==> config.mk <==
export PLATFORM = sky130hd
export DESIGN_NAME = bus_arbiter
export DESIGN_NICKNAME = d
export VERILOG_FILES = /design/src/rtl/bus_arbiter.sv
export SDC_FILE = /design/constraint.sdc
export NUM_CORES = 1
export LEC_CHECK = 0
export CORE_AREA = 5 5 42 44
export CTS_BUF_LIST = sky130_fd_sc_hd__clkbuf_4 sky130_fd_sc_hd__clkbuf_8
export DETAILED_ROUTE_END_ITERATION = 7
export DIE_AREA = 0 0 47 49
export PLACE_DENSITY = 0.66
export SETUP_SLACK_MARGIN = 0.1
export SLEW_MARGIN = 15
export SYNTH_ARGS = -nofsm -noshare
export SYNTH_HDL_FRONTEND = slang
export SYNTH_SLANG_ARGS = --single-unit
==> constraint.sdc <==
create_clock -name clk -period 1.7 [get_ports clk]
set_input_delay 0.51 -clock clk [delete_from_list [all_inputs] [get_ports clk]]
set_output_delay 0.51 -clock clk [all_outputs]
set_load 0.01 [all_outputs]
==> src/rtl/bus_arbiter.sv <==
// Round-robin arbiter sharing one bus between N_MASTERS request/grant/ack masters.
// Grants are registered one-cycle pulses; the owner holds the bus until bus_ack,
// after which priority rotates to the master following the owner.
// Optional feature: define ARB_TIMEOUT_EN to force a release after TIMEOUT_CYCLES
// cycles in the owned state, flagged by a one-cycle timeout_err pulse.
module bus_arbiter #(
  parameter int unsigned N_MASTERS      = 4,
  parameter int unsigned TIMEOUT_CYCLES = 255
) (
  input  logic                         clk,
  input  logic                         reset,
  input  logic [N_MASTERS-1:0]         bus_req,
  input  logic                         bus_ack,
  output logic [N_MASTERS-1:0]         bus_grant,
  output logic [$clog2(N_MASTERS)-1:0] owner,
  output logic                         busy,
  output logic                         timeout_err
);

  localparam int unsigned IdxW = $clog2(N_MASTERS);

  if (N_MASTERS < 2 || N_MASTERS > 16 || TIMEOUT_CYCLES < 1 || TIMEOUT_CYCLES > 65535)
  begin : gen_param_check
    $error("bus_arbiter: parameter out of range");
  end

  typedef enum logic [1:0] {ArbIdle, ArbGrant, ArbOwned} state_e;

  state_e              state_q, state_d;
  logic [IdxW-1:0]     rr_ptr_q, rr_ptr_d;
  logic [IdxW-1:0]     owner_q, owner_d;
  logic [N_MASTERS-1:0] grant_q, grant_d;
  logic                busy_q, busy_d;
  logic                terr_q, terr_d;

  logic                found;
  logic [IdxW-1:0]     winner;
  logic [IdxW-1:0]     cand;
  int unsigned         idx;
  logic [IdxW-1:0]     next_ptr;

`ifdef ARB_TIMEOUT_EN
  logic [15:0]         cnt_q, cnt_d;
  logic                expired;
`endif

  // Winner search: first requesting master at or above rr_ptr, wrapping.
  always_comb begin
    found  = 1'b0;
    winner = '0;
    idx    = 0;
    cand   = '0;
    for (int unsigned i = 0; i < N_MASTERS; i++) begin
      idx  = (int'(rr_ptr_q) + i) % N_MASTERS;
      cand = IdxW'(idx);
      if (!found && bus_req[cand]) begin
        found  = 1'b1;
        winner = cand;
      end
    end
  end

  // Pointer after a release: the master just served drops to lowest priority.
  assign next_ptr = (owner_q == IdxW'(N_MASTERS - 1)) ? '0 : owner_q + IdxW'(1);

`ifdef ARB_TIMEOUT_EN
  assign expired = (cnt_q + 16'd1) == 16'(TIMEOUT_CYCLES);
`endif

  // Next-state and registered-output logic.
  always_comb begin
    state_d  = state_q;
    rr_ptr_d = rr_ptr_q;
    owner_d  = owner_q;
    grant_d  = '0;
    busy_d   = busy_q;
    terr_d   = 1'b0;
`ifdef ARB_TIMEOUT_EN
    cnt_d    = cnt_q;
`endif
    unique case (state_q)
      ArbIdle: begin
        busy_d = 1'b0;
        if (found) begin
          grant_d[winner] = 1'b1;
          owner_d         = winner;
          busy_d          = 1'b1;
          state_d         = ArbGrant;
        end
      end
      ArbGrant: begin
        // Ack is ignored here: the master has not yet seen its grant.
        state_d = ArbOwned;
`ifdef ARB_TIMEOUT_EN
        cnt_d   = '0;
`endif
      end
      ArbOwned: begin
`ifdef ARB_TIMEOUT_EN
        cnt_d = cnt_q + 16'd1;
`endif
        if (bus_ack) begin
          busy_d   = 1'b0;
          rr_ptr_d = next_ptr;
          state_d  = ArbIdle;
`ifdef ARB_TIMEOUT_EN
        end else if (expired) begin
          busy_d   = 1'b0;
          terr_d   = 1'b1;
          rr_ptr_d = next_ptr;
          state_d  = ArbIdle;
`endif
        end
      end
      default: state_d = ArbIdle;
    endcase
  end

  // State registers with asynchronous active-low reset.
  always_ff @(posedge clk or negedge reset) begin
    if (!reset) begin
      state_q  <= ArbIdle;
      rr_ptr_q <= '0;
      owner_q  <= '0;
      grant_q  <= '0;
      busy_q   <= 1'b0;
      terr_q   <= 1'b0;
    end else begin
      state_q  <= state_d;
      rr_ptr_q <= rr_ptr_d;
      owner_q  <= owner_d;
      grant_q  <= grant_d;
      busy_q   <= busy_d;
      terr_q   <= terr_d;
    end
  end

`ifdef ARB_TIMEOUT_EN
  // Cycles spent in the owned state.
  always_ff @(posedge clk or negedge reset) begin
    if (!reset) begin
      cnt_q <= '0;
    end else begin
      cnt_q <= cnt_d;
    end
  end
  assign timeout_err = terr_q;
`else
  assign timeout_err = 1'b0;
  logic unused_terr;
  assign unused_terr = terr_q ^ terr_d;
`endif

  assign bus_grant = grant_q;
  assign owner     = owner_q;
  assign busy      = busy_q;

endmodule

Yosys cells after proc, flatten, opt, wreduce, memory -nomap -nowiden
Index checks and enable logic that the tools add are counted.
{ "op_classes": {"n_lt_le_gt_ge": 6, "n_addsub": 4, "muxes": 27, "n_reduce_logical": 13, "eq_ne": 5} }
{ "ops": {"columns": ["op", "n"], "rows": [
  ["2-bit by 3-bit < comparator with 1-bit output, second input constant", 5],
  ["2-bit two-way mux", 7],
  ["1-bit two-way mux", 11],
  ["1-bit binary-select mux with 2-bit select", 4],
  ["4-bit two-way mux", 2],
  ["2-bit AND reduction", 4],
  ["2-bit case mux with 3 select lines", 1],
  ["2-bit by 1-bit adder with 2-bit output, second input constant", 2],
  ["2-bit adder, second input constant", 2],
  ["2-bit == test, second input constant", 2],
  ["1-bit logical AND", 4],
  ["2-bit != test, second input constant", 2],
  ["1-bit logical NOT", 3],
  ["1-bit demux with 2-bit select", 1],
  ["2-bit by 1-bit == test with 1-bit output, second input constant", 1],
  ["2-bit by 1-bit >= comparator with 1-bit output, second input constant", 1],
  ["2-bit logical NOT", 1],
  ["1-bit case mux with 2 select lines", 1],
  ["2-bit nonzero test", 1]
]} }
{ "totals": {"elab_cells": 60, "ff_bits": 11, "out_inout_bits": 8} }

Longest topological paths before layout
{ "depth": {"ltp_word": 18, "mapped_depth": 4, "ltp_nobuf": 4} }

Least setup slack after synthesis
Ideal clock, no wire load.
{ "synth_path": {"kind": "input port to flip-flop", "startpoint": "input bus_req[2]", "endpoint": "register grant_q[0], in the netlist bus_grant[0]", "required_time_ns": 1.580, "n_path_buf": 0, "setup_ns": 0.120, "setup_slack_ns": 0.238, "cell_stages": 4, "arrival_time_ns": 1.343, "cell_sequence": "nor2b_1 -> a21o_1 -> a221o_1 -> and3_1"} }
{ "synth_via": {"elab_chain_len": 18} }
{ "synth_rtl": {"columns": ["element", "line", "text"], "rows": [
  ["start: declaration", "12", "input logic [N_MASTERS-1:0] bus_req,"],
  ["1-bit binary-select mux with 2-bit select", "56", "if (!found && bus_req[cand]) begin"],
  ["1-bit two-way mux (not written as such)", "56", null],
  ["1-bit two-way mux", "56", null],
  ["1-bit logical NOT", "56", null],
  ["1-bit logical AND", "56", null],
  ["1-bit two-way mux", "56", null],
  ["1-bit logical NOT", "56", null],
  ["1-bit logical AND", "56", null],
  ["[3 not listed]", null, null],
  ["2-bit two-way mux", "56", null],
  ["2-bit by 3-bit < comparator with 1-bit output (not written as such) or 2-bit by 1-bit >= comparator with 1-bit output (tied branches)", "85", "grant_d[winner] = 1'b1;"],
  ["1-bit logical AND (not written as such)", "85", null],
  ["1-bit two-way mux (not written as such)", "85", null],
  ["1-bit demux with 2-bit select", "85", null],
  ["4-bit two-way mux (*)", "84", "if (found) begin"],
  ["4-bit two-way mux (*)", "81", "unique case (state_q)"],
  ["net grant_d[0]", "32", "logic [N_MASTERS-1:0] grant_q, grant_d;"],
  ["end signal: assignment", "132", "grant_q <= grant_d;"],
  ["end: declaration", "32", null]
]} }
The timed path passes the listed nets; every way through them passes the cells marked *. The select of a mux whose other input is x is not followed.
A chain may end at the register's enable or synchronous reset.

Final worst setup path
Same ends and word-level chain as after synthesis.

==> results.cfg <==
[cts]
cts_buffers = 3
clk_pin_slew_ns = 0.06
htree_levels = 1
cts_sinks = 11
post_cts_buffers = 0
clk_latency_ns = 0.27
cts.path.max_buffers = 2
postCtsHoldBufs = 0
cts_tree = done
clock-root-buffer = clkbuf_4

[die]
rows = 14
fp.dieArea_um2 = 2300
die_width_um = 47
start_util_pct = 35.2
ios = 15
core-area_um2 = 1400
die_h_um = 49

[global_routing]
grt_max_degree = 12
antenna_found_initial = 0
grt_pass1_wl_um = 1840
grt_util_all_layers_pct = 11.3
grt_overflow = 0
grt_pass1_vias = 417

[synthesis]
ys_ff_latch = 11
yosysWarnings = 0
ys_seq_area_share_pct = 55.8
synth_cells = 45
synth_nets = 53
synthDistinctLibCells = 23
syn_avg_cell_area_um2 = 11.0
syn_area_um2 = 493

[sta]
rsz0062_at_grt = no
fin_skew_ns = 0.00581
whs_ns = 0.504
hold_violations = 0
clock.fmax_ghz = 0.660
min_period_over_period_pct = 89.1
finalSetupViolCount = 0
setup_slack_ns = 0.186
slew_violations = 0
min_period_ns = 1.51

[routing]
wl_um = 1090
num_vias = 383
drt_iter0_markers = 8
via_per_inst = 4.79
dr.pass1.iters = 2
wl_per_cell_um = 13.6
antenna_left = 0
remaining_drc_errors = 0

[setup_path]
cp.required_ns = 1.85
startpoint_type = input pin
crit_type = input pin to register
r2r_slack_ns = 0.32
arrival_ns = 1.67
end_kind = register
crit_fanout = 5

[status]
status = complete, no violations

[run]
max_cap_violations = 0

[finish]
diodes = 0
mostFrequentLayoutCells = 11 x dfrtp_1, 9 x dlygate4sd2_1, 4 x nand2_1, 4 x clkbuf_4, 3 x nor2_1
final_nets = 73
final_common_cell = dfrtp_1
stdcell_count = 80
synthToLayoutAreaGrowth_pct = 44.9
drive_gt1_share_pct = 23.4

[placement]
place_inst = 76
place.gp.congestion = 0.743
portBuffers = 13
dpl_worst_slack_ns = -0.255

[power]
ir_worst_vdd_uv = 647
p_clk_share_pct = 17.1
switchingPower_uw = 404
comb_power_share_pct = 41.1
seqPwrFrac_pct = 41.8
netSwitchingFraction_pct = 35.9
p_per_area_nw_per_um2 = 1570
p_leak_nw = 0.377
p_int_uw = 720

[hold_path]
min_path_type = register to register
power groups by stage:
stage | clock network (mW) | logic [mW] | registers (mW)
3_5_place_dp | 0 | 0.487 | 0.468
4_1_cts | 0.199 | 0.454 | 0.467
3_3_place_gp | 0 | 0.482 | 0.463
6_report | 0.192 | 0.462 | 0.470
5_1_grt | 0.211 | 0.519 | 0.487
2_1_floorplan | 0 | 0.236 | 0.484
area by class of cell:
class | instances | area [µm²]
fill | 141 | 687
sequential | 11 | 275
multi-input combinational | 31 | 231
timing repair buffer | 16 | 150
clock buffer | 4 | 30.0
tap | 16 | 20.0
inverter | 2 | 7.51
worst paths after layout:
path                                    startpoint  depth (start not counted)                       to
min                               busy$_DFFE_PN0P_                          2         busy$_DFFE_PN0P_
min in group asynchronous                    reset                          1  rr_ptr_q[1]$_DFFE_PN0P_
max                                     bus_req[2]                          5   bus_grant[0]$_DFF_PN0_
max in group asynchronous                    reset                          1   bus_grant[3]$_DFF_PN0_
min reg2reg                       busy$_DFFE_PN0P_                          2         busy$_DFFE_PN0P_
max reg2reg                rr_ptr_q[0]$_DFFE_PN0P_                          4   bus_grant[0]$_DFF_PN0_
routing by layer:
metal	up-vias	global-route usage [%]	routed length (µm)
met3	2	2.21	54
met2	9	15.4	526
met1	179	15.7	491
li1	193	-	-
met4	0	6.91	14
met5	-	0	0
Yosys cell counts, drive strengths merged:
| cell | instances | area, µm² |
|---|---|---|
| a211o | 1 | 8.76 |
| nor3 | 1 | 5.00 |
| nand2b | 2 | 12.5 |
| nor2b | 3 | 18.8 |
| o31ai | 1 | 7.51 |
| a21o | 1 | 7.51 |
| ha | 1 | 12.5 |
| o21ai | 3 | 15.0 |
| a221o | 1 | 10.0 |
| mux2 | 2 | 22.5 |
| inv | 2 | 7.51 |
| o32ai | 1 | 8.76 |
| dfrtp | 11 | 275 |
| buf | 1 | 7.51 |
| nand3b | 1 | 7.51 |
| a21oi | 2 | 10.0 |
| nor2 | 3 | 11.3 |
| nor3b | 2 | 20.0 |
| nand2 | 4 | 15.0 |
| and3 | 1 | 6.26 |
| conb | 1 | 3.75 |
through the flow:
step	setup TNS (ns)	instance area [µm²]	power, mW	utilization [%]
2_1_floorplan	0	493	0.720	-
3_3_place_gp	-1.27	658	0.946	47.0
3_5_place_dp	-1.29	658	0.954	47.0
4_1_cts	0	697	1.12	49.7
5_1_grt	0	714	1.22	51.0
6_report	0	714	1.12	51.0
worst max-delay path, stage by stage:
cell and delay [ns]:
dlygate4sd2_1 0.25, nor2b_4 0.13, a21o_1 0.15, a221o_1 0.42, and3_1 0.20
sequential cells by signal, indices dropped and copies added (netlist names):
name	cells
bus_grant	4
owner	2
rr_ptr_q	2
state_q	2
busy	1
logic make-up after synthesis:
family	synth area share, %
muxes	4.57
AOI/OAI and AO/OA	13.7
other	0.761
DFF	55.8
adders and majority gates	2.54
buffers and inverters	3.05
and+or+nand+nor	19.5
repair_timing:
action	CTS	global route
pin swaps	3	2
hold endpoints to repair	0	0
resized for setup	14	4
endpoints found under the setup margin	12	6
Note: power is estimated with default switching activity, not from simulation.
